===== src/rtl/cyc_fifo_mc.sv =====
// Multi-channel cyclic weight FIFO: loads a block of cfg_len words and replays it cfg_rep times.
// Define CYC_FIFO_MC_STREAM_EN to make pass 0 readable while the block is still loading.
module cyc_fifo_mc #(
    parameter int DW    = 32,
    parameter int DEPTH = 9,
    parameter int CH    = 4,
    parameter int RW    = 8
) (
    input  logic                         clk,
    input  logic                         rst,
    input  logic                         cfg_start,
    input  logic [$clog2(DEPTH+1)-1:0]   cfg_len,
    input  logic [RW-1:0]                cfg_rep,
    input  logic                         i_valid,
    input  logic [CH*DW-1:0]             i_data,
    output logic                         full,
    output logic                         o_valid,
    input  logic                         o_ready,
    output logic [CH*DW-1:0]             o_data,
    output logic                         o_last,
    output logic                         o_done,
    output logic                         empty,
    output logic                         busy
);
    localparam int LW = $clog2(DEPTH + 1);
    localparam int PW = $clog2(DEPTH);
    localparam int WW = CH * DW;
    localparam logic [LW-1:0] LEN_MAX = LW'(DEPTH);

    typedef enum logic [1:0] {
        ST_IDLE   = 2'd0,
        ST_LOAD   = 2'd1,
        ST_REPLAY = 2'd2
    } state_t;

    state_t        r_state, w_state_nxt;
    logic [LW-1:0] r_len, w_len_nxt;
    logic [RW-1:0] r_rep, w_rep_nxt;
    logic [RW-1:0] r_pass, w_pass_nxt;
    logic [PW-1:0] r_wr, w_wr_nxt;
    logic [PW-1:0] r_rd, w_rd_nxt;
    logic [WW-1:0] r_data, w_data_nxt;
    logic          r_valid, w_valid_nxt;
    logic          r_last, w_last_nxt;
    logic          r_done, w_done_nxt;
    logic          r_full, r_empty, r_busy;
    logic          w_we, w_cfg_ok, w_xfer, w_rd_wrap, w_final;
    logic [PW-1:0] w_len_end, w_rd_inc;
    logic [WW-1:0] r_mem [DEPTH];

    assign w_cfg_ok  = cfg_start && (cfg_len != {LW{1'b0}}) && (cfg_len <= LEN_MAX)
                       && (cfg_rep != {RW{1'b0}});
    assign w_len_end = PW'(r_len - LW'(1));
    assign w_xfer    = r_valid && o_ready;
    assign w_rd_wrap = (r_rd == w_len_end);
    // Explicit wrap at len-1 so non power-of-two depths cycle correctly
    assign w_rd_inc  = w_rd_wrap ? {PW{1'b0}} : (r_rd + PW'(1));
    assign w_final   = w_rd_wrap && (r_pass == (r_rep - RW'(1)));

    assign full    = r_full;
    assign empty   = r_empty;
    assign busy    = r_busy;
    assign o_valid = r_valid;
    assign o_data  = r_data;
    assign o_last  = r_last;
    assign o_done  = r_done;

    // Block storage, shared pointers for all channels; intentionally not reset
    always_ff @(posedge clk) begin
        if (w_we) begin
            r_mem[r_wr] <= i_data;
        end
    end

    // Next-state and datapath decode
    always_comb begin
        w_state_nxt = r_state;
        w_len_nxt   = r_len;
        w_rep_nxt   = r_rep;
        w_pass_nxt  = r_pass;
        w_wr_nxt    = r_wr;
        w_rd_nxt    = r_rd;
        w_data_nxt  = r_data;
        w_valid_nxt = r_valid;
        w_last_nxt  = r_last;
        w_done_nxt  = 1'b0;
        w_we        = 1'b0;
        case (r_state)
            ST_IDLE: begin
                if (w_cfg_ok) begin
                    w_len_nxt   = cfg_len;
                    w_rep_nxt   = cfg_rep;
                    w_wr_nxt    = {PW{1'b0}};
                    w_rd_nxt    = {PW{1'b0}};
                    w_pass_nxt  = {RW{1'b0}};
                    w_state_nxt = ST_LOAD;
                end else begin
                    w_state_nxt = ST_IDLE;
                end
            end
            ST_LOAD: begin
`ifdef CYC_FIFO_MC_STREAM_EN
                // Pass 0 drains behind the writer; rd never reaches len-1 while loading
                if (r_valid) begin
                    if (o_ready) begin
                        w_rd_nxt = r_rd + PW'(1);
                        if ((r_rd + PW'(1)) < r_wr) begin
                            w_data_nxt = r_mem[r_rd + PW'(1)];
                            w_last_nxt = ((r_rd + PW'(1)) == w_len_end);
                        end else begin
                            w_valid_nxt = 1'b0;
                            w_last_nxt  = 1'b0;
                        end
                    end else begin
                        w_rd_nxt = r_rd;
                    end
                end else if (r_rd < r_wr) begin
                    w_data_nxt  = r_mem[r_rd];
                    w_valid_nxt = 1'b1;
                    w_last_nxt  = (r_rd == w_len_end);
                end else begin
                    w_valid_nxt = 1'b0;
                end
`else
                w_valid_nxt = 1'b0;
`endif
                if (i_valid) begin
                    w_we     = 1'b1;
                    w_wr_nxt = r_wr + PW'(1);
                    if (r_wr == w_len_end) begin
                        w_state_nxt = ST_REPLAY;
`ifdef CYC_FIFO_MC_STREAM_EN
                        w_rd_nxt = w_rd_nxt;
`else
                        // A one-word block has word 0 on i_data this very cycle
                        w_data_nxt  = (w_len_end == {PW{1'b0}}) ? i_data : r_mem[0];
                        w_valid_nxt = 1'b1;
                        w_last_nxt  = (w_len_end == {PW{1'b0}});
`endif
                    end else begin
                        w_state_nxt = ST_LOAD;
                    end
                end else begin
                    w_we = 1'b0;
                end
            end
            ST_REPLAY: begin
`ifdef CYC_FIFO_MC_STREAM_EN
                if (!r_valid) begin
                    w_data_nxt  = r_mem[r_rd];
                    w_valid_nxt = 1'b1;
                    w_last_nxt  = (r_rd == w_len_end);
                end else begin
                    w_valid_nxt = 1'b1;
                end
`else
                w_valid_nxt = r_valid;
`endif
                if (w_xfer) begin
                    if (w_final) begin
                        w_state_nxt = ST_IDLE;
                        w_valid_nxt = 1'b0;
                        w_last_nxt  = 1'b0;
                        w_done_nxt  = 1'b1;
                    end else begin
                        w_rd_nxt   = w_rd_inc;
                        w_pass_nxt = w_rd_wrap ? (r_pass + RW'(1)) : r_pass;
                        w_data_nxt = r_mem[w_rd_inc];
                        w_last_nxt = (w_rd_inc == w_len_end);
                    end
                end else begin
                    w_state_nxt = ST_REPLAY;
                end
            end
            default: begin
                w_state_nxt = ST_IDLE;
                w_valid_nxt = 1'b0;
                w_last_nxt  = 1'b0;
            end
        endcase
    end

    // State register
    always_ff @(posedge clk or posedge rst) begin
        if (rst) begin
            r_state <= ST_IDLE;
        end else begin
            r_state <= w_state_nxt;
        end
    end

    // Pointers, counters and registered outputs
    always_ff @(posedge clk or posedge rst) begin
        if (rst) begin
            r_len   <= {LW{1'b0}};
            r_rep   <= {RW{1'b0}};
            r_pass  <= {RW{1'b0}};
            r_wr    <= {PW{1'b0}};
            r_rd    <= {PW{1'b0}};
            r_data  <= {WW{1'b0}};
            r_valid <= 1'b0;
            r_last  <= 1'b0;
            r_done  <= 1'b0;
            r_full  <= 1'b1;
            r_empty <= 1'b1;
            r_busy  <= 1'b0;
        end else begin
            r_len   <= w_len_nxt;
            r_rep   <= w_rep_nxt;
            r_pass  <= w_pass_nxt;
            r_wr    <= w_wr_nxt;
            r_rd    <= w_rd_nxt;
            r_data  <= w_data_nxt;
            r_valid <= w_valid_nxt;
            r_last  <= w_last_nxt;
            r_done  <= w_done_nxt;
            r_full  <= (w_state_nxt != ST_LOAD);
            r_empty <= (w_state_nxt == ST_IDLE);
            r_busy  <= (w_state_nxt != ST_IDLE);
        end
    end

endmodule

===== config.mk =====
export PLATFORM = sky130hd
export DESIGN_NAME = cyc_fifo_mc
export DESIGN_NICKNAME = d
export VERILOG_FILES = /design/src/rtl/cyc_fifo_mc.sv
export SDC_FILE = /design/constraint.sdc
export NUM_CORES = 2
export LEC_CHECK = 0
export BUFFER_PORTS_ARGS = -buffer_cell sky130_fd_sc_hd__buf_4
export CORE_MARGIN = 2
export CORE_UTILIZATION = 55
export CTS_CLUSTER_SIZE = 14
export DETAILED_ROUTE_END_ITERATION = 12
export GPL_ROUTABILITY_DRIVEN = 0
export PLACE_DENSITY_LB_ADDON = 0.08
export SYNTH_ARGS = -nofsm -noshare
export SYNTH_HDL_FRONTEND = slang
export SYNTH_SLANG_ARGS = --single-unit

===== constraint.sdc =====
create_clock -name clk -period 14.6 [get_ports clk]
set_input_delay 1.46 -clock clk [delete_from_list [all_inputs] [get_ports clk]]
set_output_delay 1.46 -clock clk [all_outputs]
set_load 0.05 [all_outputs]

==> flow_summary.toml <==
[synthesis]
synth-compound-area-share_pct = 9.30
synth-edff-count = 1152
netlist-cell-type-count = 65
synth_top_family_by_area = "multiplexers"
synth.largest_area_cell = "edfxtp_1"
synth-warning-count = 0
yosys.area_share.simple_pct = 5.95
ys_ff_latch = 1316
synthMuxAreaShare_pct = 10.4
netlist_instances = 3633
yosys-top-cells-count = "1,152 x edfxtp_1, 393 x nand2_1, 275 x mux2_2"
ys_seq_area_share_pct = 71.4
synth_fa_ha_area_share_pct = 0.300
yosysTopAreaCellShare_pct = 63.9
syn_area_per_cell_um2 = 14.9
synth.most_common_cell = "edfxtp_1"
yosys-top-cells-area = "edfxtp_1 64%, dfrtp_1 7.5%, mux2_2 5.7%"
synthXorXnorAreaFrac_pct = 0.501
syn_nets = 3791
synth-async-reset-ratio_pct = 12.5
syn_area_um2 = 54200
synthFlopType = "edfxtp_1"

[clock_tree]
cts_hold_buf = 0
cts_root_buffer = "clkbuf_16"
cts_resized = 0
clock-sinks = 1316
clk_path_buf_depth = 3
htreeDepth = 4
clk_pin_slew_ps = 60
cts_tree = "done"
clkLatencyLatePin_ps = 760
post_cts_buffers = 0
numCtsBuffers = 139

[layout]
multiInputGateArea_um2 = 14400
fin_nets = 3995
drive_gt1_share_pct = 21.5
fillers = 7015
area_growth_pct = 14.5
register_area_um2 = 38700
finalNonFillerCells = 5250

[routing]
ant_nets = 0
drc = 0
viasPerCell = 6.41
first_pass_iters = 6
detail_route.wl_per_cell_um = 28.5
drt_iter0_drc = 3321
vias = 33700
wirelength_um = 149000

[global_route]
grt_pass1_wl_um = 220000
antenna_found_initial = 21
track_usage_pct = 29.2
grt_pass1_vias = 34000
grt_start_max_net_pins = 176
grt_overflow = 0

[timing]
rsz0062_at_grt = "no"
fmax_mhz = 183
worst_pin_slew_ps = 1200
slew_headroom_pct = 20.2
hold_viol_final = 0
setup-tns-final_ps = 0
layout_setup_ws_ps = 9120
clock-skew-final_ps = 19.2
drv_slew = 0
fin_crit_ps = 5480
period_share_pct = 37.5
finalSetupViolCount = 0

[placed_design]
hpwlAfterDp_um = 71300
pre_cts_slack_ps = 8830
dp_cells = 4983
placement.io_buffers = 278

[critical_path]
critPathMaxFanout = 82
slowest_stage = "nor2_4"
cp-end-kind = "flip-flop"
r2r_cells = 10
crit_top_cell = "buf_4"
required_ps = 15260
crit_chain = "inv_1 > ha_4 > buf_4 > o21ai_0 > o21ai_4 > buf_4 > nor2_4 > buf_4 > buf_4 > a2bb2oi_1"
critical_path_class = "reg2reg"
cp.arrival_ps = 6140
slowest_delay_ps = 950
start_kind = "flip-flop"

[run_status]
status = "completed"

[floorplan]
dieArea_um2 = 101000
io_pins = 279
fp-row-count = 115
dieHeight_um = 318
core_area_um2 = 98000
die_w_um = 318
start_util_pct = 55.3

[min_path]
min_path_type = "reg2reg"
hold_depth = 1

[power]
vdd_drop_max_mv = 0.338
power_leakage_nw = 21.8
p_per_area_nw_per_um2 = 201

[job]
cap_violations = 0
[state kept, by name, summed over array words and instances, names as in the netlist]
register	flops
o_valid	1
r_rd	4
r_wr	4
r_pass	8
r_rep	8
o_data	128
r_mem	1152
r_state	2
empty	1
o_last	1
full	1
o_done	1
r_len	4
busy	1
[critical path, delay by kind of cell (launching register included)]
| kind | cells | cell delay [ps] |
|---|---|---|
| AOI/OAI and AO/OA | 3 | 810 |
| adders and majority gates | 1 | 330 |
| buffers and inverters | 5 | 2640 |
| DFF | 1 | 420 |
| and+or+nand+nor | 1 | 950 |
[area by class of cell]
type                    instances  share of cell area [%]
clock inverters                90                    1.62
diodes                         10                  0.0403
inverters                      19                   0.127
flip-flops and latches       1316                    62.4
clock buffers                 167                    5.87
well taps                    1287                    2.59
multi-input cells            2030                    23.3
repair buffers                331                    4.10
[kinds of logic (layout without fill, tap and decap cells)]
kind of cell             after synthesis  count (layout)
AO/OA/AOI/OAI                        740             740
XOR/XNOR                              27              27
adder cells (fa/ha/maj)               13              13
buffers and inverters                287             607
flip-flops                          1316            1316
multiplexers                         526             526
other                                  0              10
AND/OR/NAND/NOR                      724             724
[report_power, final]
group / internal (mW) / leakage [nW] / switching [mW]
Clock: 2.11 / 2.27 / 1.47
Combinational: 1.42 / 7.29 / 2.71
Sequential: 4.50 / 12.3 / 0.291
Total: 8.03 / 21.8 / 4.47
[layer usage]
metal,vias up,GRT usage (%),part of all wire (%)
li1,14600,-,-
met1,17200,40.3,41
met2,1576,46.2,47
met3,281,6.08,8.4
met4,22,10.8,3.2
met5,-,0,0.092
[cells in the final DEF, fill, tap and decap left out, drive strengths merged, types with 8 or more instances in the layout]
cell	n
a221o	9
and2	11
a21boi	9
diode	10
o22ai	243
a22oi	122
nand3	135
xnor2	13
mux2	276
nand2	393
o21ai	18
clkinv	60
buf	331
a211oi	19
mux2i	250
ha	13
clkbuf	167
a21oi	158
inv	27
a311oi	8
bufinv	18
dfrtp	162
a2bb2oi	120
xor2	12
nor3	129
edfxtp	1152
nor2	30
[path summary, 6_finish.rpt]
kind / slack, ps / startpoint / to
setup / recovery: 9120 / r_state[0] / o_data[86]
hold / removal: 510 / o_data[59] / o_data[59]
setup reg to reg: 9120 / r_state[0] / o_data[86]
hold reg to reg: 510 / o_data[59] / o_data[59]
max in group asynchronous: 11590 / rst / r_rd[0]
min in group asynchronous: 860 / rst / o_data[95]
[through the flow]
| stage | instance area (um^2) | utilization, % | power (mW) | hold WS (ps) |
|---|---|---|---|---|
| final | 62100 | 63.3 | 12.5 | 514 |
| after global placement | 57400 | 58.6 | 8.90 | 498 |
| after detailed placement | 57400 | 58.6 | 8.96 | 501 |
| after floorplan | 54200 | - | 7.60 | 500 |
| after CTS | 62000 | 63.3 | 12.5 | 515 |
| after global routing | 62100 | 63.3 | 13.0 | 538 |
Note: power is estimated with default switching activity, not from simulation.
